File: src/rtl/crossy_pkg.sv
// Shared types for the road lane logic: scheduler state encoding and the
// per-lane shift-rate divisor.
package crossy_pkg;

   typedef enum logic [2:0] {
      S_IDLE,
      S_LOAD,
      S_RUN,
      S_PAUSED,
      S_HALT
   } sched_state_t;

   // Lanes repeat a 1,2,3,4 rate pattern across the road.
   function automatic logic [2:0] lane_div(input int i);
      return 3'((i % 4) + 1);
   endfunction

endpackage

File: src/rtl/lane_scheduler_if.sv
// Control/shift bus between the game FSM, the lane scheduler and the shifters.
interface lane_scheduler_if #(
   parameter int NUM_LANES = 8,
   parameter int LEVEL_W   = 3
);
   localparam int IDX_W = (NUM_LANES > 1) ? $clog2(NUM_LANES) : 1;

   logic                 start;
   logic                 pause;
   logic                 level_up;
   logic                 game_over;
   logic [NUM_LANES-1:0] lane_load;
   logic [IDX_W-1:0]     load_idx;
   logic [NUM_LANES-1:0] lane_enable;
   logic [LEVEL_W-1:0]   level;
   logic                 running;

   modport master (
      output start, pause, level_up, game_over,
      input  lane_load, load_idx, lane_enable, level, running
   );

   modport slave (
      input  start, pause, level_up, game_over,
      output lane_load, load_idx, lane_enable, level, running
   );
endinterface

File: src/rtl/tick_prescaler.sv
// Free-running 0..period-1 counter producing a one-cycle tick on the last count;
// clear restarts from 0, hold freezes the count and suppresses the tick.
module tick_prescaler #(
   parameter int CNT_W = 24
) (
   input  logic             clk,
   input  logic             reset,
   input  logic [CNT_W-1:0] period,
   input  logic             clear,
   input  logic             hold,
   output logic             tick
);
   logic [CNT_W-1:0] cnt_q, cnt_d;

   // >= keeps the counter from running away if the period ever shrinks under it.
   assign tick = !hold && !clear && (cnt_q >= period - CNT_W'(1));

   always_comb begin
      cnt_d = cnt_q;
      if (clear)
         cnt_d = '0;
      else if (!hold)
         cnt_d = tick ? '0 : cnt_q + CNT_W'(1);
   end

   always_ff @(posedge clk or posedge reset) begin
      if (reset)
         cnt_q <= '0;
      else
         cnt_q <= cnt_d;
   end
endmodule

File: src/rtl/lane_scheduler.sv
// Loads lane patterns one lane per cycle, then paces per-lane shift enables
// from a level-scaled prescaler.
//
//   state    | meaning
//   S_IDLE   | waiting for start, all outputs low
//   S_LOAD   | pulsing lane_load one lane per cycle
//   S_RUN    | prescaler running, lane enables issued
//   S_PAUSED | counters frozen, level_up still accepted
//   S_HALT   | game over, everything frozen until start
module lane_scheduler
   import crossy_pkg::*;
#(
   parameter int NUM_LANES   = 8,
   parameter int CNT_W       = 24,
   parameter int BASE_PERIOD = 6_250_000,
   parameter int LEVEL_W     = 3,
   parameter int MAX_LEVEL   = 5
) (
   input  logic            clk,
   input  logic            reset,
   lane_scheduler_if.slave bus
);
   localparam int IDX_W = (NUM_LANES > 1) ? $clog2(NUM_LANES) : 1;

   sched_state_t                state_q, state_d;
   logic [IDX_W-1:0]            idx_q, idx_d;
   logic [LEVEL_W-1:0]          level_q, level_d;
   logic [NUM_LANES-1:0][1:0]   sub_q, sub_d;
   logic [NUM_LANES-1:0]        lane_load_q, lane_load_d;
   logic [NUM_LANES-1:0]        lane_enable_q, lane_enable_d;
   logic [IDX_W-1:0]            load_idx_q, load_idx_d;
   logic                        running_q, running_d;

   logic [CNT_W-1:0] base_shift, period;
   logic             tick, pre_clear, pre_hold, lvl_apply;

   // Clamp so an over-shifted base still ticks every cycle.
   assign base_shift = CNT_W'(BASE_PERIOD) >> level_q;
   assign period     = (base_shift == '0) ? CNT_W'(1) : base_shift;

   assign lvl_apply = bus.level_up && !bus.game_over &&
                      ((state_q == S_RUN && !bus.pause) || state_q == S_PAUSED);
   assign pre_hold  = (state_q != S_RUN) || bus.game_over || bus.pause;
   assign pre_clear = (state_q == S_LOAD) || lvl_apply;

   tick_prescaler #(.CNT_W(CNT_W)) u_prescaler (
      .clk    (clk),
      .reset  (reset),
      .period (period),
      .clear  (pre_clear),
      .hold   (pre_hold),
      .tick   (tick)
   );

   always_comb begin
      state_d       = state_q;
      idx_d         = idx_q;
      level_d       = level_q;
      sub_d         = sub_q;
      lane_enable_d = '0;
      lane_load_d   = '0;
      load_idx_d    = '0;

      unique case (state_q)
         S_IDLE, S_HALT: begin
            if (bus.start) begin
               state_d = S_LOAD;
               idx_d   = '0;
               level_d = '0;
               sub_d   = '0;
            end
         end
         S_LOAD: begin
            if (idx_q == IDX_W'(NUM_LANES - 1))
               state_d = S_RUN;
            else
               idx_d = idx_q + IDX_W'(1);
         end
         S_RUN: begin
            if (bus.game_over)
               state_d = S_HALT;
            else if (bus.pause)
               state_d = S_PAUSED;
         end
         S_PAUSED: begin
            if (bus.game_over)
               state_d = S_HALT;
            else if (!bus.pause)
               state_d = S_RUN;
         end
         default: state_d = S_IDLE;
      endcase

      if (lvl_apply && level_q < LEVEL_W'(MAX_LEVEL))
         level_d = level_q + LEVEL_W'(1);

      // tick is already masked by every higher-priority event.
      if (tick) begin
         for (int i = 0; i < NUM_LANES; i++) begin
            if (sub_q[i] == 2'(lane_div(i) - 3'd1)) begin
               lane_enable_d[i] = 1'b1;
               sub_d[i]         = '0;
            end else begin
               sub_d[i] = sub_q[i] + 2'd1;
            end
         end
      end

      if (state_d == S_LOAD) begin
         lane_load_d[idx_d] = 1'b1;
         load_idx_d         = idx_d;
      end
      running_d = (state_d == S_RUN);
   end

   always_ff @(posedge clk or posedge reset) begin
      if (reset) begin
         state_q       <= S_IDLE;
         idx_q         <= '0;
         level_q       <= '0;
         sub_q         <= '0;
         lane_load_q   <= '0;
         lane_enable_q <= '0;
         load_idx_q    <= '0;
         running_q     <= 1'b0;
      end else begin
         state_q       <= state_d;
         idx_q         <= idx_d;
         level_q       <= level_d;
         sub_q         <= sub_d;
         lane_load_q   <= lane_load_d;
         lane_enable_q <= lane_enable_d;
         load_idx_q    <= load_idx_d;
         running_q     <= running_d;
      end
   end

   assign bus.lane_load   = lane_load_q;
   assign bus.load_idx    = load_idx_q;
   assign bus.lane_enable = lane_enable_q;
   assign bus.level       = level_q;
   assign bus.running     = running_q;
endmodule

File: src/flat_wrapper.sv
// flat-port wrapper written by rule: the top's interface ports become plain ports
module lane_scheduler_flat import crossy_pkg::*;
#(
   parameter int NUM_LANES   = 8,
   parameter int CNT_W       = 24,
   parameter int BASE_PERIOD = 6_250_000,
   parameter int LEVEL_W     = 3,
   parameter int MAX_LEVEL   = 5
)
  (clk, reset, bus_start, bus_pause, bus_level_up, bus_game_over, bus_lane_load, bus_load_idx, bus_lane_enable, bus_level, bus_running);
  lane_scheduler_if #(.NUM_LANES(NUM_LANES), .LEVEL_W(LEVEL_W)) bus_i ();
  input  logic clk;
  input  logic reset;
  input wire logic [$bits(bus_i.start)-1:0] bus_start;
  input wire logic [$bits(bus_i.pause)-1:0] bus_pause;
  input wire logic [$bits(bus_i.level_up)-1:0] bus_level_up;
  input wire logic [$bits(bus_i.game_over)-1:0] bus_game_over;
  output wire logic [$bits(bus_i.lane_load)-1:0] bus_lane_load;
  output wire logic [$bits(bus_i.load_idx)-1:0] bus_load_idx;
  output wire logic [$bits(bus_i.lane_enable)-1:0] bus_lane_enable;
  output wire logic [$bits(bus_i.level)-1:0] bus_level;
  output wire logic [$bits(bus_i.running)-1:0] bus_running;
  assign bus_i.start = bus_start;
  assign bus_i.pause = bus_pause;
  assign bus_i.level_up = bus_level_up;
  assign bus_i.game_over = bus_game_over;
  assign bus_lane_load = bus_i.lane_load;
  assign bus_load_idx = bus_i.load_idx;
  assign bus_lane_enable = bus_i.lane_enable;
  assign bus_level = bus_i.level;
  assign bus_running = bus_i.running;
  lane_scheduler #(.NUM_LANES(NUM_LANES), .CNT_W(CNT_W), .BASE_PERIOD(BASE_PERIOD), .LEVEL_W(LEVEL_W), .MAX_LEVEL(MAX_LEVEL)) u_core (.clk(clk), .reset(reset), .bus(bus_i));
endmodule
File: config.mk
export PLATFORM = sky130hd
export DESIGN_NAME = lane_scheduler_flat
export DESIGN_NICKNAME = d
export VERILOG_FILES = /design/src/rtl/crossy_pkg.sv /design/src/rtl/lane_scheduler_if.sv /design/src/rtl/tick_prescaler.sv /design/src/rtl/lane_scheduler.sv /design/src/flat_wrapper.sv
export SDC_FILE = /design/constraint.sdc
export NUM_CORES = 1
export LEC_CHECK = 0
export ABC_AREA = 1
export BUFFER_PORTS_ARGS = -buffer_cell sky130_fd_sc_hd__buf_2
export CAP_MARGIN = 20
export CORE_AREA = 10 10 113 136
export DETAILED_ROUTE_END_ITERATION = 6
export DIE_AREA = 0 0 123 146
export GPL_TIMING_DRIVEN = 0
export PLACE_DENSITY = 0.48
export SYNTH_ARGS = -nofsm -noshare
export SYNTH_HDL_FRONTEND = slang
export SYNTH_SLANG_ARGS = --single-unit
File: constraint.sdc
create_clock -name clk -period 5.05 [get_ports clk]
set_input_delay 0.505 -clock clk [delete_from_list [all_inputs] [get_ports clk]]
set_output_delay 0.505 -clock clk [all_outputs]
set_load 0.01 [all_outputs]
# Word level (Yosys, flattened, before mapping)
# Cells that the tools add are included.
[word_totals] register_bits=69 input_bits=6 out_inout_bits=23 elab_cells=115
[op_classes] addsub=12 n_lt_le_gt_ge=4 n_eq_ne=15 shifts=1 mux=41 n_reduce_logical=26
[op_table] operator="$mux 24" count=4
[op_table] operator="$mux 16" count=3
[op_table] operator="$mux 3" count=12
[op_table] operator="$add 24x1->24 const B" count=1
[op_table] operator="$ge 24x24->1" count=1
[op_table] operator="$logic_not 24->1" count=1
[op_table] operator="$shr 23x3->24 const A" count=1
[op_table] operator="$sub 24x1->24 const B" count=1
[op_table] operator="$add 2x1->2 const B" count=8
[op_table] operator="$mux 2" count=8
[op_table] operator="$mux 8" count=2
[op_table] operator="$pmux 3 s4" count=1
[op_table] operator="$eq 3x2->1 const B" count=3
[op_table] operator="$mux 1" count=9
[op_table] operator="$eq 2x2->1 const B" count=4
[op_table] operator="$reduce_bool 2->1" count=4
[op_table] operator="$logic_and 1x1->1" count=7
[op_table] operator="$add 3x1->3 const B" count=2
[op_table] operator="$eq 3x1->1 const B" count=2
[op_table] operator="$eq 3x3->1 const B" count=2
[op_table] operator="$pmux 3 s2" count=1
[op_table] operator="$eq 2x1->1 const B" count=2
[op_table] operator="$logic_not 1->1" count=4
[op_table] operator="$logic_not 2->1" count=2
[op_table] operator="other kinds (10)" count=14

# Depth between registers and ports, before layout
[depth] ltp_word=11 depth_mapped=23 mapped_depth_nobuf=21

# Cells and area by module
# Synthesis repeated with hierarchy kept, for this count alone.
[unflattened] hier_cells=711 hier_area_um2=5003.5
[by_module_without_submodules] module="tick_prescaler" instances=1 cells_per_inst=466 area_per_inst_um2=2844.0 seq_area_each_um2=600.6
[by_module_without_submodules] module="lane_scheduler" instances=1 cells_per_inst=245 area_per_inst_um2=2159.6 seq_area_each_um2=1126.1

# Worst setup path before layout
# OpenSTA, ideal clock, no wires.
[synth_timing] path_kind="flip-flop to flip-flop" from="register u_core.level_q[2], in the netlist u_core.bus.level[2]" to="register u_core.sub_q[12] in the netlist's numbering" setup_ps=118 arrival_ps=2874 t_required_ps=4932 setup_slack_ps=2059 path_stages_with_launch=22 n_path_buf=3 period_less_slack_ps=2991 path_cell_list="dfrtp_1 > buf_2 > inv_2 > buf_2 > ha_1 > inv_1 > ha_1 > nand4_1 > nor3_2 > nand2_1 > xor2_1 > ha_1 > nand2_1 > nor2_1 > nand4_1 > nor2_1 > nand2_1 > nand2_8 > nand2_4 > buf_6 > nand3_1 > nand2_1"
[synth_via] elab_chain_len=8 elab_cells_between_ends=10 classes_between="add/sub (1); order compare (1); shift (1); mux (2); reduce/logical (5)"
[synth_rtl] element="from (decl)" line_no="lane_scheduler.sv:27" text="logic [LEVEL_W-1:0] level_q, level_d;"
[synth_rtl] element="from (signal assigned)" line_no="lane_scheduler.sv:129" text="level_q <= level_d;"
[synth_rtl] element="$shr 23x3->24 (*)" line_no="lane_scheduler.sv:38" text="assign base_shift = CNT_W'(BASE_PERIOD) >> level_q;"
[synth_rtl] element="$logic_not 24->1" line_no="lane_scheduler.sv:39" text="assign period = (base_shift == '0) ? CNT_W'(1) : base_shift;"
[synth_rtl] element="$mux 24 (*)" line_no="lane_scheduler.sv:39"
[synth_rtl] element="$sub 24x1->24 (*)" line_no="tick_prescaler.sv:16" text="assign tick = !hold && !clear && (cnt_q >= period - CNT_W'(1));"
[synth_rtl] element="$ge 24x24->1 (*)" line_no="tick_prescaler.sv:16"
[synth_rtl] element="$logic_and 1x1->1 (*)" line_no="tick_prescaler.sv:16"
[synth_rtl] element="$reduce_bool 2->1 (no line)"
[synth_rtl] element="$reduce_and 2->1 (no line)"
[synth_rtl] element="to (signal assigned)" line_no="lane_scheduler.sv:130" text="sub_q <= sub_d;"
[synth_rtl] element="to (decl)" line_no="lane_scheduler.sv:28" text="logic [NUM_LANES-1:0][1:0] sub_q, sub_d;"
# Mark *: on every way between the ends. The rest lies on a longest branch, timed or not.
# A chain may end at the register's enable or synchronous reset.

# Worst setup path after layout
[layout_timing] from="register u_core.level_q[0], in the netlist u_core.bus.level[0]" to="register u_core.u_prescaler.cnt_q[16]"
[layout_via] elab_chain_len=9
[layout_rtl] element="$shr 23x3->24 (*)" line_no="lane_scheduler.sv:38"
[layout_rtl] element="$logic_not 24->1" line_no="lane_scheduler.sv:39"
[layout_rtl] element="$mux 24 (*)" line_no="lane_scheduler.sv:39"
[layout_rtl] element="$sub 24x1->24 (*)" line_no="tick_prescaler.sv:16"
[layout_rtl] element="$ge 24x24->1 (*)" line_no="tick_prescaler.sv:16"
[layout_rtl] element="$logic_and 1x1->1 (*)" line_no="tick_prescaler.sv:16"
[layout_rtl] element="$mux 24 (*)" line_no="tick_prescaler.sv:23" text="cnt_d = tick ? '0 : cnt_q + CNT_W'(1);"
[layout_rtl] element="$mux 24 (*)" line_no="tick_prescaler.sv:22" text="else if (!hold)"
[layout_rtl] element="$mux 24 (*)" line_no="tick_prescaler.sv:20" text="if (clear)"
[layout_rtl] element="to (signal assigned)" line_no="tick_prescaler.sv:30" text="cnt_q <= cnt_d;"
[layout_rtl] element="to (decl)" line_no="tick_prescaler.sv:13" text="logic [CNT_W-1:0] cnt_q, cnt_d;"
# Mark *: on every way between the ends. The rest lies on a longest branch, timed or not. The select of a mux whose other input is x is not followed.

==> results by group <==
Outcome
  – Outcome: finished clean

STA
  – RSZ-0062 raised after global routing: no
  – Slew headroom: between 40% and 50%
  – Final Cycle Share: 67.6%
  – Finish-stage setup viols: 0
  – Clock skew: 7.73 ps
  – Final Hold Vio Count: 0
  – Final min period: about 3400 ps
  – Measured slew at the worst slew-check pin: between 800 and 900 ps
  – Max Slew Vio Count: 0
  – Fmax: between 0.2 and 0.3 GHz
  – Final setup TNS: 0 ps

Pwr
  – Clock power share: 33.0%
  – P_sw: just over 700 uW
  – Internal power: between 1 and 1.5 mW
  – Worst VDD drop: 240 uV
  – Combinational fraction of design power: between 30% and 40%
  – Leak pwr: 2.65 nW
  – Seq pwr share: about a third
  – Power density cells: 368 nW/um^2
  – Sw Ratio: roughly 37%

GRT
  – Initial antenna violation count: 0
  – Vias in the first global route: ~3800
  – First-pass GRT wire length: approximately 18000 um
  – GRT Total Usage: between 10 and 15%
  – Largest net degree at the start of global routing: 70
  – Grt ovf: 0

Clock tree
  – Worst-path clk slew: 60 ps
  – CTS root buffer: clkbuf_16
  – Hold Buf Count CTS: 0
  – H-Tree Depth: 3
  – Num CTS Buffers: 9
  – Number of post-CTS setup repair buffers: 0
  – Worst-Skew Late Latency: 330 ps
  – Max clock buf depth: 2
  – CTS Sinks: between 60 and 70
  – TritonCTS clock tree: yes
  – # resized after CTS: 0

Drt
  – First-pass DRT Iterations: 4
  – Via count: ~3700
  – Vias/cell: 4.79
  – # DRC: 0
  – ANT nets after route: 0
  – Starting DRT DRC Count: approximately 140
  – Routed len/inst: about 14 um
  – DRT Wirelength: approximately 11000 um

Die
  – I/O pin cnt: 29
  – Die ar.: 18000 um^2
  – Core Region: approximately 13000 um^2
  – Site Rows: 46
  – Die Wd: 123 um
  – Chip Height: approximately 150 um
  – Initial Util: 35.8%

Synthesis
  – Flip-flop and latch count after synthesis: 69
  – Syn_area_per_cell: just over 8 um^2
  – Synthesized area: about 4600 um^2
  – Yosys warns: 0
  – Synth unique cells: 40
  – Post-synth net total: roughly 600
  – Gate Count Post-Synth: between 500 and 600
  – Sequential area share after synthesis: about 38%

Worst setup path
  – Critical Path End Type: flop
  – CP dominant cell by count: nor2_1
  – Worst Path Buf+Inv: 3
  – WP depth: 16
  – Critical Path Slowest Stage Cell: dfrtp_1
  – Crit-path max FO: 10
  – Critical path class: reg -> reg
  – R2R cell count: 16
  – Crit-path max cell delay: roughly 510 ps
  – Crit path launch type: flop
  – Critical Path RT: around 5300 ps
  – Crit-path leading delay family: simple AND/OR/NAND/NOR gates
  – Arr. time, crit path: roughly 3700 ps
  – Critical path, cell by cell: inv_1 > ha_1 > nand2_1 > inv_1 > nor3_1 > nand3_1 > xor2_1 > ha_1 > a21oi_1 > nand3_1 > nor2_1 > nor2_1 > nor2_1 > nand2_2 > buf_6 > o21ai_1

Finish
  – Area grow syn2layout: 14.2%
  – Layout cells sized above 1: 21.4%
  – Commonest non-fill, non-tap cell in the layout: nand2_1
  – Ant diodes: 0
  – Nets: approximately 650
  – Final instance area: ~5200 um^2
  – Most frequent cells in the layout: nand2_1 (145), dfrtp_1 (69), inv_1 (55), nor2_1 (55), ha_1 (42)

Place
  – IO Port Bufs: 28
  – DP Area: 4950 um^2
  – Gp weighted congestion: around 0.86
  – Hpwl dp: just over 8000 um

Worst hold path
  – Hold Path Class: in -> async

Run
  – # Max-Cap Violations: 0
==> layer usage <==
| layer | routed length (um) | GRT usage (%) |
|---|---|---|
| met5 | 0 | 0 |
| met4 | 259 | 5.25 |
| met3 | 390 | 2.64 |
| met2 | 5260 | 21.3 |
| met1 | 4750 | 15.0 |
==> registers in the layout, summed over array words and instances, names as in the netlist <==
| signal | cells |
|---|---|
| u_core.bus.lane_load | 8 |
| u_core.state_q | 3 |
| u_core.idx_q | 3 |
| u_core.u_prescaler.cnt_q | 24 |
| u_core.bus.lane_enable | 8 |
| u_core.bus.running | 1 |
| u_core.bus.level | 3 |
| u_core.bus.load_idx | 3 |
| u_core.sub_q | 16 |
==> kinds of logic after synthesis <==
logic type | after synthesis | share of synthesized area [%]
buffers and inverters | 82 | 7.82
XOR/XNOR | 26 | 4.96
other | 1 | 0.0816
adder cells (fa/ha/maj) | 42 | 11.4
flip-flops | 69 | 37.6
AND/OR/NAND/NOR | 289 | 30.6
AO/OA/AOI/OAI | 50 | 7.54
==> cell usage after synthesis <==
cell	instances	area share (%)
nand2_1	145	12
dfrtp_1	69	38
inv_1	56	4.6
nor2_1	55	4.5
ha_1	42	11
nand3_1	28	3.1
xor2_1	20	3.8
o21ai_2	18	3.4
a21oi_1	15	1.6
nand4_1	13	1.8
inv_2	12	0.98
nand3_2	11	2.4
nor2_2	9	1.2
nor3_1	7	0.76
buf_2	6	0.65
o21ai_0	6	0.65
xnor2_1	6	1.1
nand2_2	5	0.68
nor2_4	4	0.98
nor3_4	4	1.4
buf_6	3	0.74
o21ai_1	3	0.33
a21oi_2	2	0.38
buf_4	2	0.33
nand2_4	2	0.49
o21bai_1	2	0.33
a21o_1	1	0.16
a32o_1	1	0.22
and2_1	1	0.14
buf_8	1	0.33
clkinv_1	1	0.082
conb_1	1	0.082
inv_4	1	0.14
nand2_8	1	0.44
nand3_4	1	0.38
nand3b_1	1	0.16
nor3_2	1	0.22
o211ai_2	1	0.27
o22ai_1	1	0.14
or2_2	1	0.14
==> final timing paths <==
| check | to | slack [ps] | from |
|---|---|---|---|
| max | u_core.u_prescaler.cnt_q[16] | 1640 | u_core.bus.level[0] |
| min | u_core.sub_q[9] | 370 | reset |
| max reg2reg | u_core.u_prescaler.cnt_q[16] | 1640 | u_core.bus.level[0] |
| min reg2reg | u_core.bus.lane_enable[5] | 500 | u_core.sub_q[11] |
| max in group asynchronous | u_core.bus.running | 4120 | reset |
| min in group clk | u_core.state_q[0] | 420 | bus_pause |
==> power groups by stage <==
stage / clock network [mW] / registers [mW] / logic [mW]
3_5_place_dp: 0 / 0.657 / 0.657
3_3_place_gp: 0 / 0.657 / 0.648
4_1_cts: 0.656 / 0.647 / 0.660
2_1_floorplan: 0 / 0.672 / 0.461
6_report: 0.637 / 0.647 / 0.646
5_1_grt: 0.677 / 0.654 / 0.741
==> per-stage QoR <==
step | power (mW) | hold slack, ps | setup WS [ps] | utilization, % | std cells
4_1_cts | 1.96 | 406 | 1640 | 40.9 | 770
5_1_grt | 2.07 | 440 | 1290 | 40.9 | 770
6_report | 1.93 | 369 | 1640 | 40.9 | 770
2_1_floorplan | 1.13 | 453 | 2060 | - | 559
3_5_place_dp | 1.31 | 491 | 1670 | 38.5 | 755
3_3_place_gp | 1.31 | 480 | 1610 | 38.5 | 755
==> cell type report <==
| cell class | instances | area (um^2) |
|---|---|---|
| fillers | 1314 | 7590 |
| flip-flops and latches | 69 | 1730 |
| well taps | 168 | 210 |
| inverters | 70 | 268 |
| clock buffers | 10 | 239 |
| repair buffers | 28 | 140 |
| plain buffers | 12 | 93.8 |
| multi-input cells | 408 | 2510 |
| clock inverters | 5 | 60.1 |
Note: power is estimated with default switching activity, not from simulation.
